==> src/rtl/config_shift_ctrl_if.sv <==
// Interface bundling the UART byte handshake and the overlay scan-chain pins
// of config_shift_ctrl.
//   master : UART + overlay side (drives RX_*, TX_READY, SHIFT_TAIL)
//   slave  : the controller     (drives TX_*, SHIFT_HEAD/ENABLE, USER_HOLD, DONE)
// Signals:
//   RX_VALID/RX_DATA   received-byte strobe and byte
//   TX_READY           UART can accept a byte this cycle
//   TX_VALID/TX_DATA   transmit strobe and byte
//   SHIFT_HEAD         chain input SIN
//   SHIFT_TAIL         chain output SOUT
//   SHIFT_ENABLE       chain shift enable SE
//   USER_HOLD          user domain held quiescent
//   DONE               load completed with ack 'K'
interface config_shift_ctrl_if;
    logic       RX_VALID;
    logic [7:0] RX_DATA;
    logic       TX_READY;
    logic       TX_VALID;
    logic [7:0] TX_DATA;
    logic       SHIFT_HEAD;
    logic       SHIFT_TAIL;
    logic       SHIFT_ENABLE;
    logic       USER_HOLD;
    logic       DONE;

    modport master (
        output RX_VALID, RX_DATA, TX_READY, SHIFT_TAIL,
        input  TX_VALID, TX_DATA, SHIFT_HEAD, SHIFT_ENABLE, USER_HOLD, DONE
    );

    modport slave (
        input  RX_VALID, RX_DATA, TX_READY, SHIFT_TAIL,
        output TX_VALID, TX_DATA, SHIFT_HEAD, SHIFT_ENABLE, USER_HOLD, DONE
    );
endinterface

==> src/rtl/config_shift_ctrl.sv <==
// Overlay configuration scan-chain sequencer.
// Decodes byte commands from the UART: 'L', length (little-endian), then data
// bytes. Each data byte is streamed LSB-first into the chain, one bit per
// SHIFT_ENABLE cycle; the displaced chain bits are returned as a readback
// byte before the next data byte is accepted. A final ack byte ends every
// command ('K' ok, '?' unknown opcode, 'T' inter-byte timeout).
// Optional feature (macro CONFIG_CHECKSUM_EN): after the last readback byte an
// extra byte is received and compared with the XOR of all data bytes; mismatch
// acks 'E' without DONE.
// Ports:
//   SCLK    system clock
//   SYSRST  synchronous active-low reset
//   bus     config_shift_ctrl_if.slave (UART handshake + chain pins)
module config_shift_ctrl #(
    parameter int unsigned LEN_W    = 16,
    parameter int unsigned TIMEOUT  = 10000000,
    parameter logic [7:0]  CMD_LOAD = 8'h4C
) (
    input logic             SCLK,
    input logic             SYSRST,
    config_shift_ctrl_if.slave bus
);

    localparam int unsigned TmoW   = $clog2(TIMEOUT + 1);
    localparam logic [7:0]  AckOk  = 8'h4B;  // 'K'
    localparam logic [7:0]  AckBad = 8'h3F;  // '?'
    localparam logic [7:0]  AckTmo = 8'h54;  // 'T'
`ifdef CONFIG_CHECKSUM_EN
    localparam logic [7:0]  AckErr = 8'h45;  // 'E'
`endif

    typedef enum logic [2:0] {
        StIdle,
        StLenLo,
        StLenHi,
        StWaitData,
        StShift,
        StSendRb,
        StSendAck
`ifdef CONFIG_CHECKSUM_EN
        , StChecksum
`endif
    } state_e;

    state_e            state_q;
    logic [7:0]        len_lo_q;
    logic [LEN_W-1:0]  n_q;       // bits still to shift
    logic [7:0]        data_q;
    logic [2:0]        idx_q;
    logic [7:0]        rb_q;
    logic [TmoW-1:0]   tmo_q;
    logic [7:0]        code_q;
    logic              se_q;
    logic              head_q;
    logic              hold_q;
`ifdef CONFIG_CHECKSUM_EN
    logic [7:0]        csum_q;
`endif

    logic [15:0]       len_raw;
    logic [LEN_W-1:0]  len_w;
    logic              tmo_hit;

    assign len_raw = {bus.RX_DATA, len_lo_q};
    assign len_w   = LEN_W'(len_raw);
    assign tmo_hit = (tmo_q == TmoW'(TIMEOUT - 1));

    always_ff @(posedge SCLK) begin
        if (!SYSRST) begin
            state_q  <= StIdle;
            len_lo_q <= '0;
            n_q      <= '0;
            data_q   <= '0;
            idx_q    <= '0;
            rb_q     <= '0;
            tmo_q    <= '0;
            code_q   <= '0;
            se_q     <= 1'b0;
            head_q   <= 1'b0;
            hold_q   <= 1'b0;
`ifdef CONFIG_CHECKSUM_EN
            csum_q   <= '0;
`endif
        end else begin
            // Timeout counter only survives while parked in a receive state
            // with no byte arriving; any other path clears it.
            tmo_q <= '0;
            unique case (state_q)
                StIdle: begin
                    if (bus.RX_VALID) begin
                        hold_q <= 1'b1;
                        if (bus.RX_DATA == CMD_LOAD) begin
                            state_q <= StLenLo;
`ifdef CONFIG_CHECKSUM_EN
                            csum_q  <= '0;
`endif
                        end else begin
                            state_q <= StSendAck;
                            code_q  <= AckBad;
                        end
                    end
                end
                StLenLo: begin
                    if (bus.RX_VALID) begin
                        len_lo_q <= bus.RX_DATA;
                        state_q  <= StLenHi;
                    end else if (tmo_hit) begin
                        state_q <= StSendAck;
                        code_q  <= AckTmo;
                    end else begin
                        tmo_q <= tmo_q + TmoW'(1);
                    end
                end
                StLenHi: begin
                    if (bus.RX_VALID) begin
                        n_q <= len_w;
                        if (len_w == '0) begin
                            state_q <= StSendAck;
                            code_q  <= AckOk;
                        end else begin
                            state_q <= StWaitData;
                        end
                    end else if (tmo_hit) begin
                        state_q <= StSendAck;
                        code_q  <= AckTmo;
                    end else begin
                        tmo_q <= tmo_q + TmoW'(1);
                    end
                end
                StWaitData: begin
                    if (bus.RX_VALID) begin
                        data_q  <= bus.RX_DATA;
                        idx_q   <= '0;
                        rb_q    <= '0;  // keeps a short final byte right-justified
                        se_q    <= 1'b1;
                        head_q  <= bus.RX_DATA[0];
                        state_q <= StShift;
`ifdef CONFIG_CHECKSUM_EN
                        csum_q  <= csum_q ^ bus.RX_DATA;
`endif
                    end else if (tmo_hit) begin
                        state_q <= StSendAck;
                        code_q  <= AckTmo;
                    end else begin
                        tmo_q <= tmo_q + TmoW'(1);
                    end
                end
                StShift: begin
                    rb_q[idx_q] <= bus.SHIFT_TAIL;
                    n_q         <= n_q - LEN_W'(1);
                    if (idx_q == 3'd7 || n_q == LEN_W'(1)) begin
                        se_q    <= 1'b0;
                        head_q  <= 1'b0;
                        state_q <= StSendRb;
                    end else begin
                        idx_q  <= idx_q + 3'd1;
                        head_q <= data_q[idx_q + 3'd1];
                    end
                end
                StSendRb: begin
                    if (bus.TX_READY) begin
                        if (n_q != '0) begin
                            state_q <= StWaitData;
                        end else begin
`ifdef CONFIG_CHECKSUM_EN
                            state_q <= StChecksum;
`else
                            state_q <= StSendAck;
                            code_q  <= AckOk;
`endif
                        end
                    end
                end
`ifdef CONFIG_CHECKSUM_EN
                StChecksum: begin
                    if (bus.RX_VALID) begin
                        state_q <= StSendAck;
                        code_q  <= (bus.RX_DATA == csum_q) ? AckOk : AckErr;
                    end else if (tmo_hit) begin
                        state_q <= StSendAck;
                        code_q  <= AckTmo;
                    end else begin
                        tmo_q <= tmo_q + TmoW'(1);
                    end
                end
`endif
                StSendAck: begin
                    if (bus.TX_READY) begin
                        state_q <= StIdle;
                        hold_q  <= 1'b0;
                    end
                end
                default: begin
                    state_q <= StIdle;
                    hold_q  <= 1'b0;
                end
            endcase
        end
    end

    // TX_VALID follows TX_READY combinationally so a byte leaves in the very
    // cycle the UART becomes ready; the state it is gated by is registered.
    logic tx_rb, tx_ack;
    assign tx_rb  = (state_q == StSendRb);
    assign tx_ack = (state_q == StSendAck);

    assign bus.TX_VALID     = (tx_rb | tx_ack) & bus.TX_READY;
    assign bus.TX_DATA      = tx_rb ? rb_q : (tx_ack ? code_q : 8'h00);
    assign bus.DONE         = tx_ack & bus.TX_READY & (code_q == AckOk);
    assign bus.SHIFT_ENABLE = se_q;
    assign bus.SHIFT_HEAD   = head_q;
    assign bus.USER_HOLD    = hold_q;

endmodule
==> src/flat_wrapper.sv <==
// flat-port wrapper written by rule: the top's interface ports become plain ports
module config_shift_ctrl_flat 
#(
    parameter int unsigned LEN_W    = 16,
    parameter int unsigned TIMEOUT  = 10000000,
    parameter logic [7:0]  CMD_LOAD = 8'h4C
)
  (SCLK, SYSRST, bus_RX_VALID, bus_RX_DATA, bus_TX_READY, bus_SHIFT_TAIL, bus_TX_VALID, bus_TX_DATA, bus_SHIFT_HEAD, bus_SHIFT_ENABLE, bus_USER_HOLD, bus_DONE);
  config_shift_ctrl_if bus_i ();
  input logic SCLK;
  input logic SYSRST;
  input wire logic [$bits(bus_i.RX_VALID)-1:0] bus_RX_VALID;
  input wire logic [$bits(bus_i.RX_DATA)-1:0] bus_RX_DATA;
  input wire logic [$bits(bus_i.TX_READY)-1:0] bus_TX_READY;
  input wire logic [$bits(bus_i.SHIFT_TAIL)-1:0] bus_SHIFT_TAIL;
  output wire logic [$bits(bus_i.TX_VALID)-1:0] bus_TX_VALID;
  output wire logic [$bits(bus_i.TX_DATA)-1:0] bus_TX_DATA;
  output wire logic [$bits(bus_i.SHIFT_HEAD)-1:0] bus_SHIFT_HEAD;
  output wire logic [$bits(bus_i.SHIFT_ENABLE)-1:0] bus_SHIFT_ENABLE;
  output wire logic [$bits(bus_i.USER_HOLD)-1:0] bus_USER_HOLD;
  output wire logic [$bits(bus_i.DONE)-1:0] bus_DONE;
  assign bus_i.RX_VALID = bus_RX_VALID;
  assign bus_i.RX_DATA = bus_RX_DATA;
  assign bus_i.TX_READY = bus_TX_READY;
  assign bus_i.SHIFT_TAIL = bus_SHIFT_TAIL;
  assign bus_TX_VALID = bus_i.TX_VALID;
  assign bus_TX_DATA = bus_i.TX_DATA;
  assign bus_SHIFT_HEAD = bus_i.SHIFT_HEAD;
  assign bus_SHIFT_ENABLE = bus_i.SHIFT_ENABLE;
  assign bus_USER_HOLD = bus_i.USER_HOLD;
  assign bus_DONE = bus_i.DONE;
  config_shift_ctrl #(.LEN_W(LEN_W), .TIMEOUT(TIMEOUT), .CMD_LOAD(CMD_LOAD)) u_core (.SCLK(SCLK), .SYSRST(SYSRST), .bus(bus_i));
endmodule
==> config.mk <==
export PLATFORM = sky130hd
export DESIGN_NAME = config_shift_ctrl_flat
export DESIGN_NICKNAME = d
export VERILOG_FILES = /design/src/rtl/config_shift_ctrl_if.sv /design/src/rtl/config_shift_ctrl.sv /design/src/flat_wrapper.sv
export SDC_FILE = /design/constraint.sdc
export NUM_CORES = 1
export LEC_CHECK = 0
export BUFFER_PORTS_ARGS = -buffer_cell sky130_fd_sc_hd__buf_2
export CAP_MARGIN = 20
export CORE_UTILIZATION = 45
export DETAILED_ROUTE_END_ITERATION = 16
export GPL_TIMING_DRIVEN = 0
export SLEW_MARGIN = 40
export SYNTH_ARGS = -nofsm -noshare
export SYNTH_HDL_FRONTEND = slang
export SYNTH_SLANG_ARGS = --single-unit
==> constraint.sdc <==
create_clock -name SCLK -period 2.1 [get_ports SCLK]
set_clock_uncertainty 0.05 [all_clocks]
set_input_delay 0.42 -clock SCLK [delete_from_list [all_inputs] [get_ports SCLK]]
set_output_delay 0.42 -clock SCLK [all_outputs]
set_load 0.01 [all_outputs]
==> metrics.log <==
INFO  metric critical_path.max_fanout = 3
INFO  metric detailedPlacementHpwl = a little over 8 mm
INFO  metric preCtsSetupSlack = -0.4136 ns
INFO  metric synth_top_flop_cell = dfxtp_1
INFO  metric layout_commonest_cell = nor2_1
INFO  metric crit_path_cell_trace = or4_4, nor3_4, a21oi_2, or4b_4, o221a_1
INFO  metric cts_buffer_depth = 2
INFO  metric chipWidth = 98.40 microns
INFO  metric setup.worst_path.start_class = flop
INFO  metric initial_core_util = approximately 47%
INFO  metric globalRouteOverflowTotal = 0
INFO  metric sink_count_of_the_clock_tree = approximately 80
INFO  metric antenna_found_initial = 0
INFO  metric insertedDiodeCount = 0
INFO  metric ys_async_sr_fraction = 0%
INFO  metric post-route-min-period = 2.246 ns
INFO  metric grt_first_pass_wirelength = roughly 20 mm
INFO  metric port_buffers = 24
INFO  metric first_iter_violations = 229
INFO  metric groute.usage.overall = about a quarter
INFO  metric post-route-util = 56.72%
INFO  metric grt_start_max_net_pins = 14
INFO  metric post_drt_wl_per_cell = 17.43 microns
INFO  metric synth_seq_area_share = about two fifths
INFO  metric multi_input_area = approximately 2600 sq um
INFO  metric min-delay-path-class = input port to flop
INFO  metric layout.area.seq = around 1600 sq um
INFO  metric final.setup.worst_slack = -0.1464 ns
INFO  metric grt_pass1_vias = 3728
INFO  metric ratio_of_total_power_to_cell_area = 1314 nW/um^2
INFO  metric fmax = approximately 450 MHz
INFO  metric nets = around 600
INFO  metric synthTopCellsByArea = dfxtp_1, nor2_1, a21oi_1, nand2_1, xor2_1
INFO  metric synth_cells = 520
INFO  metric area_growth_syn_to_layout = 20.02%
INFO  metric post_synth.cell_area_avg = 8.041 sq um
INFO  metric post_synth_instance_area = around 4200 sq um
INFO  metric yosysWarningCount = 0
INFO  metric post_route_drc_violation_count = 0
INFO  metric layout-drive-gt1-share = 21.12%
INFO  metric insertion_delay = roughly 0.36 ns
INFO  metric finalSetupViolCount = 6
INFO  metric synth_seq_cells = 81
INFO  metric ir_drop = about 580 uV
INFO  metric cp_data_required_time = 2.30 ns
INFO  metric drv_slew = 0
INFO  metric layout.cells.most_common_list = nor2_1, dfxtp_1, nand2_1, a21oi_1, buf_2
INFO  metric tightestPinTransition = around 0.68 ns
INFO  metric cts-root-buf = clkbuf_8
INFO  metric place.gp.congestion = roughly 0.92
INFO  metric routed_wire_length = roughly 12 mm
INFO  metric detail_route.first_pass.iterations = 6
INFO  metric status = finished with violations
INFO  metric setup_repair_after_global_routing_missed_its_margin = true
INFO  metric yosysUniqueCellTypes = 63
INFO  metric finalHoldViolCount = 0
INFO  metric whs = roughly 0.26 ns
INFO  metric mappedNetlistNets = between 500 and 600
INFO  metric timing.critical_path.arrival = 2.45 ns
INFO  metric static-leakage-power = ~1.8 nW
INFO  metric post_route_ant_nets = 0
INFO  metric post-route-period-util = 107.0%
INFO  metric cp_slowest_cell = or4b_4
INFO  metric cts_max_level = 3
INFO  metric yosysTopAreaCell = dfxtp_1
INFO  metric max_cap_viol_count = 0
INFO  metric fill_cells = 840
INFO  metric cp-end-kind = flop
INFO  metric slew_headroom = roughly 55%
INFO  metric placeableCoreArea = ~9000 sq um
INFO  metric cpPeakStageDelay = 0.59 ns
INFO  metric synth_enable_flop_cells = 0
INFO  metric num_ports = 26
INFO  metric cts_buffers = 9
INFO  metric floorplan.die_area = approximately 9700 sq um
INFO  metric routed-via-count = a little over 4000
INFO  metric final_cells = 681
INFO  metric violations = setup timing
INFO  metric yosys.area.top_type_share = between 30 and 40%
INFO  metric critPathKind = flop to flop
INFO  metric number_of_placed_instances_taps_included = 652
INFO  metric fp-row-count = 34
INFO  metric post_drt_via_cell_ratio = 5.996
INFO  metric die_h = 98.40 microns
INFO  metric clkTransAtPathRegs = ~0.090 ns
INFO  metric tritoncts = yes
==> worst paths after layout <==
kind                 startpoint                 to  slack, ns  depth (start not counted)
min                bus_TX_READY  u_core.state_q[1]       0.26                          2
max          u_core.len_lo_q[7]   u_core.code_q[4]      -0.15                          5
min reg2reg     u_core.tmo_q[0]    u_core.tmo_q[0]       0.38                          1
max reg2reg  u_core.len_lo_q[7]   u_core.code_q[4]      -0.15                          5
==> cell type report <==
| class | count | share of cell area [%] |
|---|---|---|
| multi-input cells | 395 | 51.71 |
| flip-flops and latches | 81 | 32.61 |
| repair buffers | 39 | 4.712 |
| plain buffers | 27 | 3.316 |
| well taps | 108 | 2.693 |
| clock buffers | 11 | 2.618 |
| inverters | 15 | 1.222 |
| clock inverters | 5 | 1.122 |
==> power breakdown <==
group,internal (mW),leakage (nW),total [mW],switching [mW]
Sequential,1.84,0.662,2.20,0.361
Combinational,1.40,1.04,3.28,1.88
Clock,0.549,0.0933,1.12,0.572
Total,3.78,1.79,6.60,2.81
==> logic make-up (layout without fill, tap and decap cells) <==
family	Yosys count	after routing	share of synthesized area, %
and+or+nand+nor	237	238	29.02
xor gates and xnor gates	21	21	4.399
AOI/OAI and AO/OA	118	118	18.37
muxes	12	12	3.471
adders and majority gates	6	6	1.795
buffers and inverters	45	97	4.159
DFF	81	81	38.78
==> through the flow <==
step                setup TNS (ns)  power (mW)  instance area (sq um)
floorplan                  -0.3594       4.096                   4192
global placement            -9.646       4.718                   4447
detailed placement          -8.312       4.745                   4449
CTS                        -0.2832       6.316                   4880
global route                -1.016       7.078                   5019
finish                     -0.4388       6.596                   5019
==> cell usage after synthesis, drive strengths merged (6+ instances only) <==
master  instances
a22oi          12
nor4           11
ha              6
dfxtp          81
nand4          15
nand3          21
nor2           85
clkbuf         26
inv            14
mux2i          10
xor2           15
a21oi          39
o21ai          20
nand2          50
and3            8
nor3           13
a31oi           7
xnor2           6
==> layer usage <==
layer / wire length [microns] / track usage, % / part of all wire, % / vias up
li1: - / - / - / 1980
met1: 5626 / 36.93 / 47 / 1950
met2: 5386 / 40.30 / 45 / 142
met3: 710 / 4.009 / 6.0 / 11
met4: 143 / 8.152 / 1.2 / 0
met5: 0 / 0 / 0 / -
==> what timing repair did <==
action                                  in CTS  in global routing
endpoints found under the setup margin      62                 66
hold buffers                                 0                  0
buffers inserted                            11                  4
hold endpoints to repair                     0                  0
gates cloned                                 1                  0
pin swaps                                   11                 11
gates resized for setup                     46                 44
==> flip-flops by register name (all words and copies together), names as in the netlist <==
name and cells:
u_core.bus.SHIFT_ENABLE 1, u_core.code_q 8, u_core.state_q 3, u_core.bus.USER_HOLD 1, u_core.rb_q 8, u_core.data_q 8
u_core.bus.SHIFT_HEAD 1, u_core.tmo_q 24, u_core.len_lo_q 8, u_core.idx_q 3, u_core.n_q 16
==> worst max-delay path, delay by kind of cell, from the launching register on <==
kind	cells	cell delay (ns)
AO/OA/AOI/OAI	2	0.41
flip-flops	1	0.33
AND/OR/NAND/NOR	3	1.37
Note: power is estimated with default switching activity, not from simulation.
